File: config.mk
export PLATFORM = sky130hd
export DESIGN_NAME = memoria_arbiter_flat
export DESIGN_NICKNAME = d
export VERILOG_FILES = /design/src/rtl/memoria_pkg.sv /design/src/rtl/memoria_arbiter_if.sv /design/src/rtl/memoria_arbiter_rr_arb2.sv /design/src/rtl/memoria_arbiter.sv /design/src/flat_wrapper.sv
export SDC_FILE = /design/constraint.sdc
export NUM_CORES = 1
export LEC_CHECK = 0
export ABC_CLOCK_PERIOD_IN_PS = 4100
export CAP_MARGIN = 0
export CORE_MARGIN = 5
export CORE_UTILIZATION = 44
export DETAILED_ROUTE_END_ITERATION = 8
export GPL_ROUTABILITY_DRIVEN = 0
export PLACE_DENSITY = 0.95
export SETUP_SLACK_MARGIN = 0.4
export SLEW_MARGIN = 10
export SYNTH_ARGS = -nofsm -noshare
export SYNTH_HDL_FRONTEND = slang
export SYNTH_HIERARCHICAL = 1
export SYNTH_SLANG_ARGS = --single-unit
File: constraint.sdc
create_clock -name clk -period 4.1 [get_ports clk]
set_input_delay 1.23 -clock clk [delete_from_list [all_inputs] [get_ports clk]]
set_output_delay 1.23 -clock clk [all_outputs]
set_load 0.05 [all_outputs]
File: src/rtl/memoria_pkg.sv
// Shared constants and types for the memoria arbiter slice.
package memoria_pkg;

  localparam int unsigned ADDR_W = 5;
  localparam int unsigned DATA_W = 14;

  typedef enum logic [1:0] {
    IDLE  = 2'd0,
    ISSUE = 2'd1,
    WAIT  = 2'd2,
    RESP  = 2'd3
  } state_e;

  localparam logic PORT_FETCH = 1'b0;
  localparam logic PORT_LS    = 1'b1;

  // Request fields latched at grant time.
  typedef struct packed {
    logic              sel;
    logic              we;
    logic [ADDR_W-1:0] add;
    logic [DATA_W-1:0] din;
  } req_t;

endpackage

File: src/rtl/memoria_arbiter_if.sv
// Bundle of the two requester ports, the memory port and the busy flag.
interface memoria_arbiter_if;
  import memoria_pkg::*;

  logic              p0_req;
  logic              p0_we;
  logic [ADDR_W-1:0] p0_add;
  logic [DATA_W-1:0] p0_din;
  logic              p0_ack;
  logic              p0_rvalid;
  logic [DATA_W-1:0] p0_dout;

  logic              p1_req;
  logic              p1_we;
  logic [ADDR_W-1:0] p1_add;
  logic [DATA_W-1:0] p1_din;
  logic              p1_ack;
  logic              p1_rvalid;
  logic [DATA_W-1:0] p1_dout;

  logic [ADDR_W-1:0] mem_add;
  logic              mem_en;
  logic              mem_we;
  logic [DATA_W-1:0] mem_din;
  logic [DATA_W-1:0] mem_dout;

  logic              busy;

  // Arbiter side.
  modport slave (
    input  p0_req, p0_we, p0_add, p0_din,
    input  p1_req, p1_we, p1_add, p1_din,
    input  mem_dout,
    output p0_ack, p0_rvalid, p0_dout,
    output p1_ack, p1_rvalid, p1_dout,
    output mem_add, mem_en, mem_we, mem_din,
    output busy
  );

  // Requesters plus the memory array.
  modport master (
    output p0_req, p0_we, p0_add, p0_din,
    output p1_req, p1_we, p1_add, p1_din,
    output mem_dout,
    input  p0_ack, p0_rvalid, p0_dout,
    input  p1_ack, p1_rvalid, p1_dout,
    input  mem_add, mem_en, mem_we, mem_din,
    input  busy
  );

endinterface

File: src/rtl/memoria_arbiter_rr_arb2.sv
// Two-way round-robin arbiter: on a tie the port other than last_gnt wins.
module rr_arb2 (
  input  logic       req0_i,
  input  logic       req1_i,
  input  logic       en_i,
  input  logic       last_gnt_i,
  output logic [1:0] gnt_o
);

  // One-hot grant, only while enabled.
  always_comb begin
    gnt_o = '0;
    if (en_i) begin
      if (req0_i && req1_i) begin
        gnt_o = last_gnt_i ? 2'b01 : 2'b10;
      end else if (req0_i) begin
        gnt_o = 2'b01;
      end else if (req1_i) begin
        gnt_o = 2'b10;
      end
    end
  end

endmodule

File: src/rtl/memoria_arbiter.sv
// Shares the single-port memoria array between the fetch port (0) and the
// load/store port (1). Every output is a register or a decode of registers.
module memoria_arbiter
  import memoria_pkg::*;
#(
  parameter int unsigned MEM_LAT = 1
) (
  input logic               clk,
  input logic               rst,
  memoria_arbiter_if.slave  bus
);

  localparam logic [1:0] LAT_INIT = 2'(MEM_LAT);

  state_e            state_q, state_d;
  logic [1:0]        cnt_q, cnt_d;
  logic              last_gnt_q, last_gnt_d;
  req_t              req_q, req_d;
  logic [1:0]        gnt;
  logic [DATA_W-1:0] p0_dout_q, p1_dout_q;
  logic              capture;

  rr_arb2 u_arb (
    .req0_i     (bus.p0_req),
    .req1_i     (bus.p1_req),
    .en_i       (state_q == IDLE),
    .last_gnt_i (last_gnt_q),
    .gnt_o      (gnt)
  );

  // Read data is taken on the final WAIT edge.
  assign capture = (state_q == WAIT) && (cnt_q == 2'd1);

  // State, wait counter, round-robin pointer and latched request.
  always_ff @(posedge clk) begin
    if (rst) begin
      state_q    <= IDLE;
      cnt_q      <= '0;
      last_gnt_q <= 1'b1;
      req_q      <= '0;
    end else begin
      state_q    <= state_d;
      cnt_q      <= cnt_d;
      last_gnt_q <= last_gnt_d;
      req_q      <= req_d;
    end
  end

  // Per-port read data holds until the next read completes on that port.
  always_ff @(posedge clk) begin
    if (rst) begin
      p0_dout_q <= '0;
      p1_dout_q <= '0;
    end else if (capture) begin
      if (req_q.sel == PORT_LS) begin
        p1_dout_q <= bus.mem_dout;
      end else begin
        p0_dout_q <= bus.mem_dout;
      end
    end
  end

  // Next state, counter and grant latching.
  always_comb begin
    state_d    = state_q;
    cnt_d      = cnt_q;
    last_gnt_d = last_gnt_q;
    req_d      = req_q;
    case (state_q)
      IDLE: begin
        if (gnt != 2'b00) begin
          state_d    = ISSUE;
          last_gnt_d = gnt[1];
          if (gnt[1]) begin
            req_d = '{sel: PORT_LS, we: bus.p1_we, add: bus.p1_add, din: bus.p1_din};
          end else begin
            req_d = '{sel: PORT_FETCH, we: bus.p0_we, add: bus.p0_add, din: bus.p0_din};
          end
        end
      end
      ISSUE: begin
        if (req_q.we) begin
          state_d = IDLE;
        end else begin
          state_d = WAIT;
          cnt_d   = LAT_INIT;
        end
      end
      WAIT: begin
        cnt_d = cnt_q - 2'd1;
        if (cnt_q == 2'd1) begin
          state_d = RESP;
        end
      end
      RESP: begin
        state_d = IDLE;
      end
      default: begin
        state_d = IDLE;
      end
    endcase
  end

  // Output decode from registered state only.
  always_comb begin
    bus.p0_ack    = (state_q == ISSUE) && (req_q.sel == PORT_FETCH);
    bus.p1_ack    = (state_q == ISSUE) && (req_q.sel == PORT_LS);
    bus.p0_rvalid = (state_q == RESP)  && (req_q.sel == PORT_FETCH);
    bus.p1_rvalid = (state_q == RESP)  && (req_q.sel == PORT_LS);
    bus.p0_dout   = p0_dout_q;
    bus.p1_dout   = p1_dout_q;
    bus.mem_en    = (state_q == ISSUE);
    bus.mem_we    = (state_q == ISSUE) && req_q.we;
    bus.mem_add   = req_q.add;
    bus.mem_din   = req_q.din;
    bus.busy      = (state_q != IDLE);
  end

endmodule

File: src/flat_wrapper.sv
// flat-port wrapper written by rule: the top's interface ports become plain ports
module memoria_arbiter_flat import memoria_pkg::*;
#(
  parameter int unsigned MEM_LAT = 1
)
  (clk, rst, bus_p0_req, bus_p0_we, bus_p0_add, bus_p0_din, bus_p1_req, bus_p1_we, bus_p1_add, bus_p1_din, bus_mem_dout, bus_p0_ack, bus_p0_rvalid, bus_p0_dout, bus_p1_ack, bus_p1_rvalid, bus_p1_dout, bus_mem_add, bus_mem_en, bus_mem_we, bus_mem_din, bus_busy);
  memoria_arbiter_if bus_i ();
  input logic clk;
  input logic rst;
  input wire logic [$bits(bus_i.p0_req)-1:0] bus_p0_req;
  input wire logic [$bits(bus_i.p0_we)-1:0] bus_p0_we;
  input wire logic [$bits(bus_i.p0_add)-1:0] bus_p0_add;
  input wire logic [$bits(bus_i.p0_din)-1:0] bus_p0_din;
  input wire logic [$bits(bus_i.p1_req)-1:0] bus_p1_req;
  input wire logic [$bits(bus_i.p1_we)-1:0] bus_p1_we;
  input wire logic [$bits(bus_i.p1_add)-1:0] bus_p1_add;
  input wire logic [$bits(bus_i.p1_din)-1:0] bus_p1_din;
  input wire logic [$bits(bus_i.mem_dout)-1:0] bus_mem_dout;
  output wire logic [$bits(bus_i.p0_ack)-1:0] bus_p0_ack;
  output wire logic [$bits(bus_i.p0_rvalid)-1:0] bus_p0_rvalid;
  output wire logic [$bits(bus_i.p0_dout)-1:0] bus_p0_dout;
  output wire logic [$bits(bus_i.p1_ack)-1:0] bus_p1_ack;
  output wire logic [$bits(bus_i.p1_rvalid)-1:0] bus_p1_rvalid;
  output wire logic [$bits(bus_i.p1_dout)-1:0] bus_p1_dout;
  output wire logic [$bits(bus_i.mem_add)-1:0] bus_mem_add;
  output wire logic [$bits(bus_i.mem_en)-1:0] bus_mem_en;
  output wire logic [$bits(bus_i.mem_we)-1:0] bus_mem_we;
  output wire logic [$bits(bus_i.mem_din)-1:0] bus_mem_din;
  output wire logic [$bits(bus_i.busy)-1:0] bus_busy;
  assign bus_i.p0_req = bus_p0_req;
  assign bus_i.p0_we = bus_p0_we;
  assign bus_i.p0_add = bus_p0_add;
  assign bus_i.p0_din = bus_p0_din;
  assign bus_i.p1_req = bus_p1_req;
  assign bus_i.p1_we = bus_p1_we;
  assign bus_i.p1_add = bus_p1_add;
  assign bus_i.p1_din = bus_p1_din;
  assign bus_i.mem_dout = bus_mem_dout;
  assign bus_p0_ack = bus_i.p0_ack;
  assign bus_p0_rvalid = bus_i.p0_rvalid;
  assign bus_p0_dout = bus_i.p0_dout;
  assign bus_p1_ack = bus_i.p1_ack;
  assign bus_p1_rvalid = bus_i.p1_rvalid;
  assign bus_p1_dout = bus_i.p1_dout;
  assign bus_mem_add = bus_i.mem_add;
  assign bus_mem_en = bus_i.mem_en;
  assign bus_mem_we = bus_i.mem_we;
  assign bus_mem_din = bus_i.mem_din;
  assign bus_busy = bus_i.busy;
  memoria_arbiter #(.MEM_LAT(MEM_LAT)) u_core (.clk(clk), .rst(rst), .bus(bus_i));
endmodule
==> results.toml <==
[outcome]
outcome = "finished clean"

[setup_path]
worstPathCellList = "nor2b_1 -> and2_1 -> clkdlybuf4s50_1"
critPathMaxFanout = 12
criticalPathCategory = "reg -> out"
crit_slowest_cell = "clkdlybuf4s50_1"
arrival_ns = 2.17
critPathBufInv = 1
reg2reg_slack_ns = 1.66
start_kind = "flip-flop"
end_kind = "primary output"
critPathRequiredTime_ns = 2.87
critPathMaxStageDelay_ns = 0.80
crit_family = "buffers and inverters"

[yosys]
synthSimpleGateAreaFrac = 0.148
synth_nets = 338
synth-xor-area-share = 0
synth_warnings = 6
synth-seq-cells = 54
synth_top_family_by_area = "compound AO/OA/AOI/OAI gates"
synth.avg_cell_area_um2 = 8.53
synthAdderAreaFrac = 0.00526
synth_edf_count = 0
ys.flop_type = "dfxtp_1"
muxShareOfSynthArea = 0.0967
synth_cell_type_count = 24
synthCells = 279
async_reset_ff_frac = 0
syn_area_um2 = 2380
synth_compound_area_frac = 0.187
ys_seq_area_frac = 0.454

[final_layout]
antenna_cells = 0
num-fill-cells = 424
syn2layout_area_growth_pct = 45.6
fin_util = 0.670
fin_nets = 418
fin_area_um2 = 3470
stdcell_count = 430
drive_gt1_frac = 0.0444

[place]
pre_cts_slack_ns = 0.963
place_area_um2 = 3360
dpl.hpwl_um = 4670
dp.cells = 422
io_buffers = 111

[clocking]
cts_resized = 0
post_cts_buffers = 0
clockBufferDepth = 2
cts_num_sinks = 54
clkTransAtPathRegs_ns = 0.09
cts_tree = "built"
clock_latency_ns = 0.30
ctsHoldBuffers = 0
htreeDepth = 2
cts-root-buf = "clkbuf_8"
cts_made_buffers = 5

[die]
die_x_um = 83.5
die_y_um = 83.5
die_area_um2 = 6980
design.core.area_um2 = 5170
ios = 112
start_util = 0.460
rows = 26

[sta]
slew_headroom = 0.369
worst_slack_ns = 0.697
rsz0062_at_grt = "no"
setup_viol = 0
worst_pin_slew_ns = 0.946
fmax_mhz = 294
skew_ns = 0.00689
final_hold_viol_count = 0
post-route-period-util = 0.830
tns_ns = 0
min_period_ns = 3.40
drv_slew = 0
fin_hold_ws_ns = 0.461

[grt]
overflow = 0
track_usage = 0.171
grt_pass1_wl_um = 9920
grt_pass1_vias = 2112
grt_max_degree = 55
antenna_found_initial = 0

[routing]
wl_met1_um = 2460
drtAntennaViolNets = 0
wl_met2_um = 3050
routedWlPerCell_um = 14.3
drc = 0
first_pass_iters = 4
first_iter_violations = 93
wirelength_um = 6140
wl_met3_um = 572
top_layer = "met4"
num_vias = 2204
avgViaCountPerCell = 5.13

[power_and_ir_drop]
power_density_nw_per_um2 = 562
peakVddDrop_mv = 0.359
p_leak_nw = 1.21
finalPower_mw = 1.95

[flow_run]
cap_violations = 0

[worst_hold_path]
hp-class = "reg -> reg"
[cell usage in the layout (no fill, tap or decap), types with 2 or more instances in the layout]
| master | count |
|---|---|
| a211oi_1 | 21 |
| a21oi_1 | 52 |
| and2_1 | 2 |
| buf_4 | 3 |
| clkbuf_8 | 5 |
| clkdlybuf4s50_1 | 110 |
| clkinv_2 | 2 |
| dfxtp_1 | 54 |
| inv_1 | 4 |
| mux2i_1 | 23 |
| nand2_1 | 61 |
| nor2_1 | 4 |
| nor2b_1 | 4 |
[cell type report]
class / instances / area (µm²) / area share
Timing Repair Buffer: 114 / 1130 / 0.326
Multi-Input combinational cell: 180 / 1040 / 0.301
Clock inverter: 3 / 40.0 / 0.0116
Sequential cell: 54 / 1080 / 0.312
Inverter: 4 / 15.0 / 0.00433
Tap cell: 70 / 87.6 / 0.0253
Clock buffer: 5 / 68.8 / 0.0199
[worst register-to-register path: cells and delay by family (launching register included)]
| family | cells | cell delay [ns] |
|---|---|---|
| buf+inv | 2 | 0.50 |
| flops | 1 | 0.43 |
| compound gates | 2 | 0.25 |
| simple gates | 4 | 1.11 |
[metal layers]
layer / vias up / GRT usage
met5: - / 0
met4: 0 / 0.0365
met3: 4 / 0.0602
met2: 90 / 0.302
met1: 1016 / 0.200
li1: 1094 / -
[sequential cells by signal (all words and copies together), names as in the netlist, named ones only]
signal	flops
u_core/bus.mem_din	14
u_core/bus.mem_add	5
u_core/state_q	1
u_core/bus.p0_dout	14
u_core/cnt_q	2
u_core/last_gnt_q	1
u_core/req_q	2
u_core/bus.p1_dout	14
[synth_stat cells (2+ instances only)]
| library cell | number | share of area |
|---|---|---|
| and2_1 | 2 | 0.0053 |
| nor2_1 | 4 | 0.0063 |
| a21oi_1 | 53 | 0.11 |
| nor2b_1 | 4 | 0.011 |
| inv_1 | 4 | 0.0063 |
| mux2i_1 | 23 | 0.097 |
| buf_4 | 19 | 0.060 |
| nand2_1 | 61 | 0.096 |
| a211oi_1 | 21 | 0.066 |
| buf_2 | 14 | 0.029 |
| dfxtp_1 | 54 | 0.45 |
| clkbuf_1 | 8 | 0.013 |
[power by group]
| group | switching, mW | internal (mW) |
|---|---|---|
| Clock | 0.165 | 0.180 |
| Sequential | 0.0699 | 0.620 |
| Combinational | 0.575 | 0.339 |
[cells by family after synthesis]
kind of cell	count (synthesis)
and+or+nand+nor	79
AOI/OAI and AO/OA	77
adders and majority gates	1
DFF	54
buffers and inverters	45
muxes	23
[path summary, 6_finish.rpt]
check / from / end / cells after the start
max: u_core/state_q[0] / bus_p1_ack / 3
min: u_core/bus.p0_dout[9] / u_core/bus.p0_dout[9] / 2
max reg2reg: flip-flop / u_core/bus.mem_din[4] / 8
min reg2reg: u_core/bus.p0_dout[9] / u_core/bus.p0_dout[9] / 2
Power figures use the tool's default switching activity.
